--- src/rtl/sdram_rw_arbiter.sv ---
// Sequencer/arbiter for the shared SDRAM Avalon-MM master: streams a sample window
// out as reads and writes processed samples back in place, with capped in-flight reads.
module sdram_rw_arbiter #(
   parameter int unsigned ADDR_W          = 24,
   parameter int unsigned DATA_W          = 32,
   parameter int unsigned STRIDE          = 4,
   parameter int unsigned MAX_OUTSTANDING = 16,
   parameter int unsigned STARVE_LIMIT    = 8
) (
   input  logic              clk,
   input  logic              reset_n,
   input  logic              cfg_start,
   input  logic [ADDR_W-1:0] cfg_base,
   input  logic [ADDR_W-1:0] cfg_count,
   output logic              busy,
   output logic              done,
   input  logic              rd_credit_ok,
   output logic [DATA_W-1:0] rd_data,
   output logic              rd_valid,
   input  logic [DATA_W-1:0] wr_data,
   input  logic              wr_valid,
   output logic              wr_ready,
   output logic [ADDR_W-1:0] av_address,
   output logic              av_read,
   output logic              av_write,
   output logic [DATA_W-1:0] av_writedata,
   input  logic [DATA_W-1:0] av_readdata,
   input  logic              av_readdatavalid,
   input  logic              av_waitrequest,
   output logic [7:0]        outstanding,
   output logic              err_spurious
);
   localparam int unsigned SW = $clog2(STARVE_LIMIT + 2);

   typedef enum logic [1:0] {IDLE, ARB, READ, WRITE} state_e;

   state_e            state_q, state_d;
   logic              busy_q, busy_d, done_q, done_d;
   logic [ADDR_W-1:0] rd_addr_q, rd_addr_d, wr_addr_q, wr_addr_d;
   logic [ADDR_W-1:0] rd_left_q, rd_left_d, wr_left_q, wr_left_d;
   logic [ADDR_W-1:0] reads_issued_q, reads_issued_d, writes_done_q, writes_done_d;
   logic [SW-1:0]     starve_q, starve_d;
   logic [7:0]        outstanding_q, outstanding_d;
   logic [DATA_W-1:0] rd_data_q, rd_data_d, av_writedata_q, av_writedata_d;
   logic              rd_valid_q, rd_valid_d, wr_ready_q, wr_ready_d;
   logic [ADDR_W-1:0] av_address_q, av_address_d;
   logic              av_read_q, av_read_d, av_write_q, av_write_d;
   logic              err_q, err_d;
   logic              rd_elig, wr_elig, rd_accept, rd_return;

   always_comb begin
      state_d        = state_q;
      busy_d         = busy_q;
      done_d         = 1'b0;
      rd_addr_d      = rd_addr_q;
      wr_addr_d      = wr_addr_q;
      rd_left_d      = rd_left_q;
      wr_left_d      = wr_left_q;
      reads_issued_d = reads_issued_q;
      writes_done_d  = writes_done_q;
      starve_d       = starve_q;
      outstanding_d  = outstanding_q;
      rd_data_d      = rd_data_q;
      rd_valid_d     = 1'b0;
      wr_ready_d     = 1'b0;
      av_address_d   = av_address_q;
      av_read_d      = av_read_q;
      av_write_d     = av_write_q;
      av_writedata_d = av_writedata_q;
      err_d          = err_q;

      rd_elig   = (rd_left_q != '0) && (outstanding_q < 8'(MAX_OUTSTANDING)) && rd_credit_ok;
      // Writes trail accepted reads so a sample is never overwritten before it is fetched
      wr_elig   = (wr_left_q != '0) && wr_valid && (writes_done_q < reads_issued_q);
      rd_accept = (state_q == READ) && !av_waitrequest;
      rd_return = av_readdatavalid && (outstanding_q != '0);

      case (state_q)
         IDLE: begin
            if (cfg_start) begin
               if (cfg_count != '0) begin
                  rd_addr_d      = cfg_base;
                  wr_addr_d      = cfg_base;
                  rd_left_d      = cfg_count;
                  wr_left_d      = cfg_count;
                  reads_issued_d = '0;
                  writes_done_d  = '0;
                  starve_d       = '0;
                  busy_d         = 1'b1;
                  state_d        = ARB;
               end else begin
                  done_d = 1'b1;
               end
            end
         end
         ARB: begin
            if ((rd_left_q == '0) && (wr_left_q == '0) && (outstanding_q == '0)) begin
               done_d  = 1'b1;
               busy_d  = 1'b0;
               state_d = IDLE;
            end else if (wr_elig && (!rd_elig || (starve_q >= SW'(STARVE_LIMIT)))) begin
               av_writedata_d = wr_data;
               wr_ready_d     = 1'b1;
               av_write_d     = 1'b1;
               av_address_d   = wr_addr_q;
               starve_d       = '0;
               state_d        = WRITE;
            end else if (rd_elig) begin
               av_read_d    = 1'b1;
               av_address_d = rd_addr_q;
               if (wr_elig) starve_d = starve_q + SW'(1);
               state_d      = READ;
            end
         end
         READ: begin
            if (!av_waitrequest) begin
               rd_addr_d      = rd_addr_q + ADDR_W'(STRIDE);
               rd_left_d      = rd_left_q - ADDR_W'(1);
               reads_issued_d = reads_issued_q + ADDR_W'(1);
               av_read_d      = 1'b0;
               state_d        = ARB;
            end
         end
         WRITE: begin
            if (!av_waitrequest) begin
               wr_addr_d     = wr_addr_q + ADDR_W'(STRIDE);
               wr_left_d     = wr_left_q - ADDR_W'(1);
               writes_done_d = writes_done_q + ADDR_W'(1);
               av_write_d    = 1'b0;
               state_d       = ARB;
            end
         end
         default: state_d = IDLE;
      endcase

      case ({rd_accept, rd_return})
         2'b10:   outstanding_d = outstanding_q + 8'd1;
         2'b01:   outstanding_d = outstanding_q - 8'd1;
         default: outstanding_d = outstanding_q;
      endcase

      if (av_readdatavalid) begin
         if (outstanding_q != '0) begin
            rd_data_d  = av_readdata;
            rd_valid_d = 1'b1;
         end else begin
            err_d = 1'b1;
         end
      end
   end

   always_ff @(posedge clk or negedge reset_n) begin
      if (!reset_n) begin
         state_q        <= IDLE;
         busy_q         <= 1'b0;
         done_q         <= 1'b0;
         rd_addr_q      <= '0;
         wr_addr_q      <= '0;
         rd_left_q      <= '0;
         wr_left_q      <= '0;
         reads_issued_q <= '0;
         writes_done_q  <= '0;
         starve_q       <= '0;
         outstanding_q  <= '0;
         rd_data_q      <= '0;
         rd_valid_q     <= 1'b0;
         wr_ready_q     <= 1'b0;
         av_address_q   <= '0;
         av_read_q      <= 1'b0;
         av_write_q     <= 1'b0;
         av_writedata_q <= '0;
         err_q          <= 1'b0;
      end else begin
         state_q        <= state_d;
         busy_q         <= busy_d;
         done_q         <= done_d;
         rd_addr_q      <= rd_addr_d;
         wr_addr_q      <= wr_addr_d;
         rd_left_q      <= rd_left_d;
         wr_left_q      <= wr_left_d;
         reads_issued_q <= reads_issued_d;
         writes_done_q  <= writes_done_d;
         starve_q       <= starve_d;
         outstanding_q  <= outstanding_d;
         rd_data_q      <= rd_data_d;
         rd_valid_q     <= rd_valid_d;
         wr_ready_q     <= wr_ready_d;
         av_address_q   <= av_address_d;
         av_read_q      <= av_read_d;
         av_write_q     <= av_write_d;
         av_writedata_q <= av_writedata_d;
         err_q          <= err_d;
      end
   end

   assign busy         = busy_q;
   assign done         = done_q;
   assign rd_data      = rd_data_q;
   assign rd_valid     = rd_valid_q;
   assign wr_ready     = wr_ready_q;
   assign av_address   = av_address_q;
   assign av_read      = av_read_q;
   assign av_write     = av_write_q;
   assign av_writedata = av_writedata_q;
   assign outstanding  = outstanding_q;
   assign err_spurious = err_q;

endmodule

--- config.mk ---
export PLATFORM = sky130hd
export DESIGN_NAME = sdram_rw_arbiter
export DESIGN_NICKNAME = d
export VERILOG_FILES = /design/src/rtl/sdram_rw_arbiter.sv
export SDC_FILE = /design/constraint.sdc
export NUM_CORES = 1
export LEC_CHECK = 0
export BUFFER_PORTS_ARGS = -buffer_cell sky130_fd_sc_hd__buf_2
export CAP_MARGIN = 20
export CORE_MARGIN = 1
export CORE_UTILIZATION = 50
export CTS_BUF_LIST = sky130_fd_sc_hd__clkbuf_16
export DETAILED_ROUTE_END_ITERATION = 8
export HOLD_SLACK_MARGIN = 0.03
export PLACE_DENSITY = 0.71
export SYNTH_ARGS = -nofsm -noshare
export SYNTH_HDL_FRONTEND = slang
export SYNTH_SLANG_ARGS = --single-unit
--- constraint.sdc ---
create_clock -name clk -period 3.55 [get_ports clk]
set_input_delay 0.1775 -clock clk [delete_from_list [all_inputs] [get_ports clk]]
set_output_delay 0.1775 -clock clk [all_outputs]
set_load 0.03 [all_outputs]
* Word level (Yosys, flattened, before mapping) *
Index checks and enable logic that the tools add are counted.

storage, ports and cells
  register bits = 253
  bits of input ports = 119
  output and inout bits = 103
  word-level logic and storage cells = 146

cells by class
  add/sub/neg operators = 9
  $lt $le $gt $ge = 3
  eq/ne operators = 18
  mux-type cells = 56
  bitwise operators = 2
  reductions and logical operators = 39

operators by type and width
  operator               number
  $mux 24                14
  $pmux 24 s2            6
  $reduce_bool 24->1     3
  $add 24x1->24 const B  2
  $add 24x3->24 const B  2
  $logic_not 24->1       2
  $sub 24x1->24 const B  2
  $lt 24x24->1           1
  $mux 4                 6
  $ne 2x2->1 const B     10
  $reduce_and 4->1       5
  $mux 1                 17
  $pmux 8 s2             1
  $reduce_bool 2->1      7
  $mux 2                 6
  $logic_and 1x1->1      9
  $add 8x1->8 const B    1
  $logic_not 8->1        1
  $lt 8x5->1 const B     1
  $pmux 1 s2             4
  $pmux 4 s2             1
  $reduce_bool 8->1      1
  $sub 8x1->8 const B    1
  $eq 2x2->1 const B     3
  15 further kinds       21

* Longest topological paths before layout *
  depth in word-level cells = 9
  gate-level depth with buffers = 16
  depth with buffers taken out = 14

* Least setup slack after synthesis *
No wires, ideal clock.

  kind = register -> register
  from = register outstanding_q[5], in the netlist outstanding[5]
  to = register outstanding_q[7], in the netlist outstanding[7]
  library setup time = 134 ps
  arrival = 3611 ps
  data required time = 3416 ps
  path slack = -195 ps
  stages on the path, launching flop included = 16
  buffers on the path = 2
  period minus slack after synthesis = 3745 ps
  cell sequence = dfrtp_1 -> nor4_1 -> and4_1 -> nand2b_1 -> clkbuf_1 -> clkbuf_1 -> inv_1 -> ha_1 -> ha_1 -> a21o_1 -> a21oi_1 -> nor2b_1 -> o21a_1 -> o41ai_1 -> mux2i_1 -> xnor2_1

on the way
  word-level cells in the longest chain between the ends = 4
  elaborated cells between the ends (all ways) = 8
  classes of those cells = add/sub (2); eq/ne (2); mux (1); reduce/logical (3)

ends and longest elaborated chain
  element                                          line  source
  start, declared                                  43    logic [7:0] outstanding_q, outstanding_d;
  start signal, assigned                           184   outstanding_q <= outstanding_d;
  $reduce_bool 8->1 *                              76    rd_return = av_readdatavalid && (outstanding_q != '0);
  $logic_and 1x1->1 *                              76
  via rd_return                                    49    logic rd_elig, wr_elig, rd_accept, rd_return;
  $eq 2x1->1 or $eq 2x2->1 (tied branches)         136   case ({rd_accept, rd_return})
  $pmux 8 s2 or $reduce_bool 2->1 (tied branches)  -

Mark *: on every way through the listed nets, which the timed path passes. The rest lies on a longest branch.
A chain may end at the register's enable or synchronous reset.

* Worst setup path after layout *
  from = register rd_left_q[0]
  to = register av_address_q[23], in the netlist av_address[23]

on the way
  word-level cells in the longest chain between the ends = 8
  elaborated cells between the ends (all ways) = 13
  classes of those cells = mux (1); bitwise (1); reduce/logical (11)

ends and longest elaborated chain
  element                             line  source
  start, declared                     40    logic [ADDR_W-1:0] rd_left_q, rd_left_d, wr_left_q, wr_left_d;
  start signal, assigned              179   rd_left_q <= rd_left_d;
  $reduce_bool 24->1                  72    rd_elig = (rd_left_q != '0) && (outstanding_q < 8'(MAX_OUTSTANDING)) && rd_credit_ok;
  $logic_and 1x1->1 (2 in series)     72
  $logic_not 1->1                     101   end else if (wr_elig && (!rd_elig || (starve_q >= SW'(STARVE_LIMIT)))) begin
  $logic_or 1x1->1                    101
  $logic_and 1x1->1                   101
  $reduce_bool 2->1 (no source line)  -
  $reduce_and 3->1 (no source line)   -
  end signal, assigned                188   av_address_q <= av_address_d;
  end, declared                       46    logic [ADDR_W-1:0] av_address_q, av_address_d;

Several ways; a longest one is shown, not always the timed one.

==> summary.md <==
| Metric | Value |
|---|---|
| Status | finished clean |
| Worst Setup End Kind | flop |
| Peak supply drop | 0.695 mV |
| Antenna Cells | 0 |
| Vias per cell | 5.87 |
| Final clock skew | 24.1 ps |
| Adder-Cell Fraction of Synth Area | 0.0364 |
| CTS tree | yes |
| Non-filler cells, final | 2091 |
| Final GP Congestion | 0.850 |
| Top Family by Delay on Critical Path | simple AND/OR/NAND/NOR gates |
| Grt ovf | 0 |
| Mapped Nets | 1561 |
| Core Area | 0.0264 mm2 |
| DRC | 0 |
| Met1 usage | 0.367 |
| Fillers | 2054 |
| Post-synth cell types | 73 |
| CP Depth | 11 |
| Largest net degree at the start of global routing | 107 |
| All-layer global routing usage | 0.270 |
| Post-DP HPWL | 24500 um |
| Area occupied by multi-input gates | 0.00674 mm2 |
| Primary FF master, synth | dfrtp_1 |
| Slew Limit Fails | 0 |
| Area growth from synthesis to layout | 26.9% |
| Worst slew pin tran | 970 ps |
| Mux share of post-synthesis cell area | 0.106 |
| Slew HR | 0.352 |
| Final ANT Viol Nets | 0 |
| Die area | 0.0279 mm2 |
| CP Cell Sequence | inv_1 -> ha_2 -> or4b_1 -> or4_4 -> o31ai_4 -> nor2_1 -> a211oi_4 -> buf_4 -> clkbuf_16 -> mux2_1 -> mux2_2 |
| Site row count | 59 |
| Final worst path period need | 3460 ps |
| Simple-gate share of the synthesized area | 0.165 |
| Skew-Pair Late Insertion Delay | 560 ps |
| Share of layout cells above drive strength 1 | 0.247 |
| Maximum capacitance violations | 0 |
| Peak Freq | 0.289 GHz |
| Router iterations before antenna repair | 6 |
| Final Setup Violations | 0 |
| Vias | 12300 |
| Die span in y | 167 um |
| Final-report hold violation count | 0 |
| # IOs | 222 |
| Post-synthesis async set-or-reset flop share | 1.00 |
| FF-to-FF path depth | 11 |
| Post-synth EDFFs | 0 |
| Worst r2r dst | av_address[23] |
| Worst endpoint required time | 3980 ps |
| TritonCTS buffer count | 30 |
| Nets | 1891 |
| Slowest Stage Delay on Critical Path | 570 ps |
| Crit Path Class | reg -> reg |
| Reg-to-reg startpoint | rd_left_q[0] |
| Area leader, netlist | dfrtp_1 |
| Seq/Total Area, Yosys | 0.466 |
| Hold Crit Endpoint | wr_left_q[23] |
| Post-Syn Instances | 1403 |
| H-tree lvl count | 1 |
| Share of the synthesized area in the top cell type | 0.466 |
| Drt initial violations | 1221 |
| Hold Path Origin | cfg_count[23] |
| Synth Area in Compound Gates | 0.155 |
| Buffers on Ports | 221 |
| Hold slack | 49.7 ps |
| Final worst path period share | 0.975 |
| Max clock buf depth | 3 |
| Hold depth | 3 |
| Crit path buf inv count | 3 |
| Worst-path fanout max | 14 |
| Post-synthesis xor/xnor area fraction | 0.0290 |
| CP arrival | 3890 ps |
| Routing usage on met2 | 0.442 |
| Initial core utilization | 0.516 |
| Initial antenna violation count | 0 |
| CP Launch Type | flop |
| Syn Area/Cell | 9.69 um2 |
| Sink Count | 253 |
| Crit-path slowest cell | or4_4 |
| Reg clk slew, reported paths | 60 ps |
| Pwr dens | 829 mW/mm2 |
| Register bit total from synthesis | 253 |
| GRT busiest layer | met2 |
| Routed Wire Length | 38000 um |
| Wire per inst | 18.2 um |
| Cell Area, Synth | 0.0136 mm2 |
| Dominant cells by area after synthesis | dfrtp_1, mux2_2, a21oi_1 |
| Dpl cells | 1917 |
| Flop-to-flop setup slack | 90 ps |
| Worst hold path class | in -> reg |
| Seq. cell area | 0.00633 mm2 |
| Largest family of logic cells by synthesized area | simple AND/OR/NAND/NOR gates |
| Met3 Use GR | 0.0475 |
| Yosys warns | 0 |
| Root buf cell | clkbuf_16 |
| Lkg Pwr | 7.62 nW |
| Chip width | 167 um |
| Global-route wire length before repair | 61600 um |
| Vias in the first global route | 12000 |
[tightest hold or removal path, stage by stage]
cell	delay, ps
buf_2	150
o22ai_1	100
a21oi_1	130
[synthesized netlist by cell type (14+ instances only)]
master    instances
nor4_1           22
nand4_1          17
o21ai_0         105
nand2_1         106
nor2_1          131
a21oi_1         134
xor2_1           14
inv_1            56
o22ai_1          29
mux2_4           29
clkbuf_1         62
dfrtp_1         253
mux2_2           82
xnor2_1          31
nand3_1          58
ha_1             38
nor3_1           42
or3_1            16
[power breakdown]
part	switching (mW)	total, mW	leakage, nW	internal (mW)
Clock	1.19	2.85	0.485	1.66
Sequential	1.08	5.10	3.09	4.02
Combinational	3.68	6.35	4.04	2.67
[layout make-up]
class,instances,area share
multi-input combinational,1018,0.391
sequential,253,0.367
timing repair buffer,374,0.153
clock buffer,30,0.0435
tap,335,0.0243
inverter,56,0.0122
clock inverter,25,0.00950
[layout by cell type (no fill, tap or decap), drive strengths merged, types with 4 or more instances in the layout]
cell type	n
nand3	60
clkinv	10
and4	8
buf	258
a211oi	9
dlygate4sd3	114
nor3	42
or3	17
nor4	23
xor2	14
clkbuf	32
o21ai	105
xnor2	31
o21a	4
nand2b	8
nand2	106
a22oi	11
nor2b	9
mux2	116
dfrtp	253
a21oi	134
o22a	6
o22ai	29
nor2	131
ha	38
inv	68
or2	6
nand4	17
and2	7
o31ai	9
a31oi	10
o211ai	4
a21o	6
and3	6
o32ai	4
or4	8
a2bb2oi	5
[sequential cells by signal (all words and copies together) (netlist names)]
register	count
busy	1
av_writedata	32
av_read	1
state_q	2
av_write	1
rd_valid	1
rd_addr_q	24
rd_left_q	24
rd_data	32
wr_addr_q	24
done	1
wr_left_q	24
av_address	24
err_spurious	1
starve_q	4
wr_ready	1
reads_issued_q	24
outstanding	8
writes_done_q	24
[metrics by stage]
step / utilization / area, um2 / worst slack, ps / setup TNS (ps) / power (mW)
finish: 0.655 / 17300 / 87.5 / 0 / 14.3
global route: 0.655 / 17300 / -31.3 / -193 / 15.2
CTS: 0.652 / 17200 / 90.8 / 0 / 14.2
detailed placement: 0.574 / 15100 / 116 / 0 / 11.1
global placement: 0.574 / 15100 / 218 / 0 / 10.9
floorplan: - / 13600 / 15.1 / 0 / 9.44
[worst max path at each step]
stage / from / to / slack (ps)
CTS: rd_left_q[0] / av_writedata[0] / 90
floorplan: outstanding[5] / outstanding[7] / 20
detailed placement: rd_left_q[0] / av_writedata[0] / 120
finish: rd_left_q[0] / av_address[23] / 90
global route: rd_left_q[0] / av_address[20] / -30
global placement: rd_left_q[0] / av_writedata[2] / 220
[logic make-up (layout without fill, tap and decap cells)]
| kind of cell | Yosys count | count (layout) |
|---|---|---|
| muxes | 119 | 119 |
| adders and majority gates | 39 | 39 |
| AOI/OAI and AO/OA | 357 | 357 |
| and+or+nand+nor | 458 | 458 |
| xor gates and xnor gates | 45 | 45 |
| DFF | 253 | 253 |
| buffers and inverters | 132 | 485 |
[layer usage]
metal / vias up / wire length [um]
met1: 5961 / 16500
met4: 0 / 926
li1: 5725 / -
met3: 78 / 2800
met5: - / 0
met2: 514 / 17800
[timing repair]
| action | CTS | global route |
|---|---|---|
| resized for setup | 0 | 2 |
| setup endpoints to repair | 0 | 56 |
| buffers inserted | 0 | 2 |
| endpoints found under the hold margin | 252 | 0 |
| hold buffers | 114 | 0 |
(Power assumes the default switching activity.)
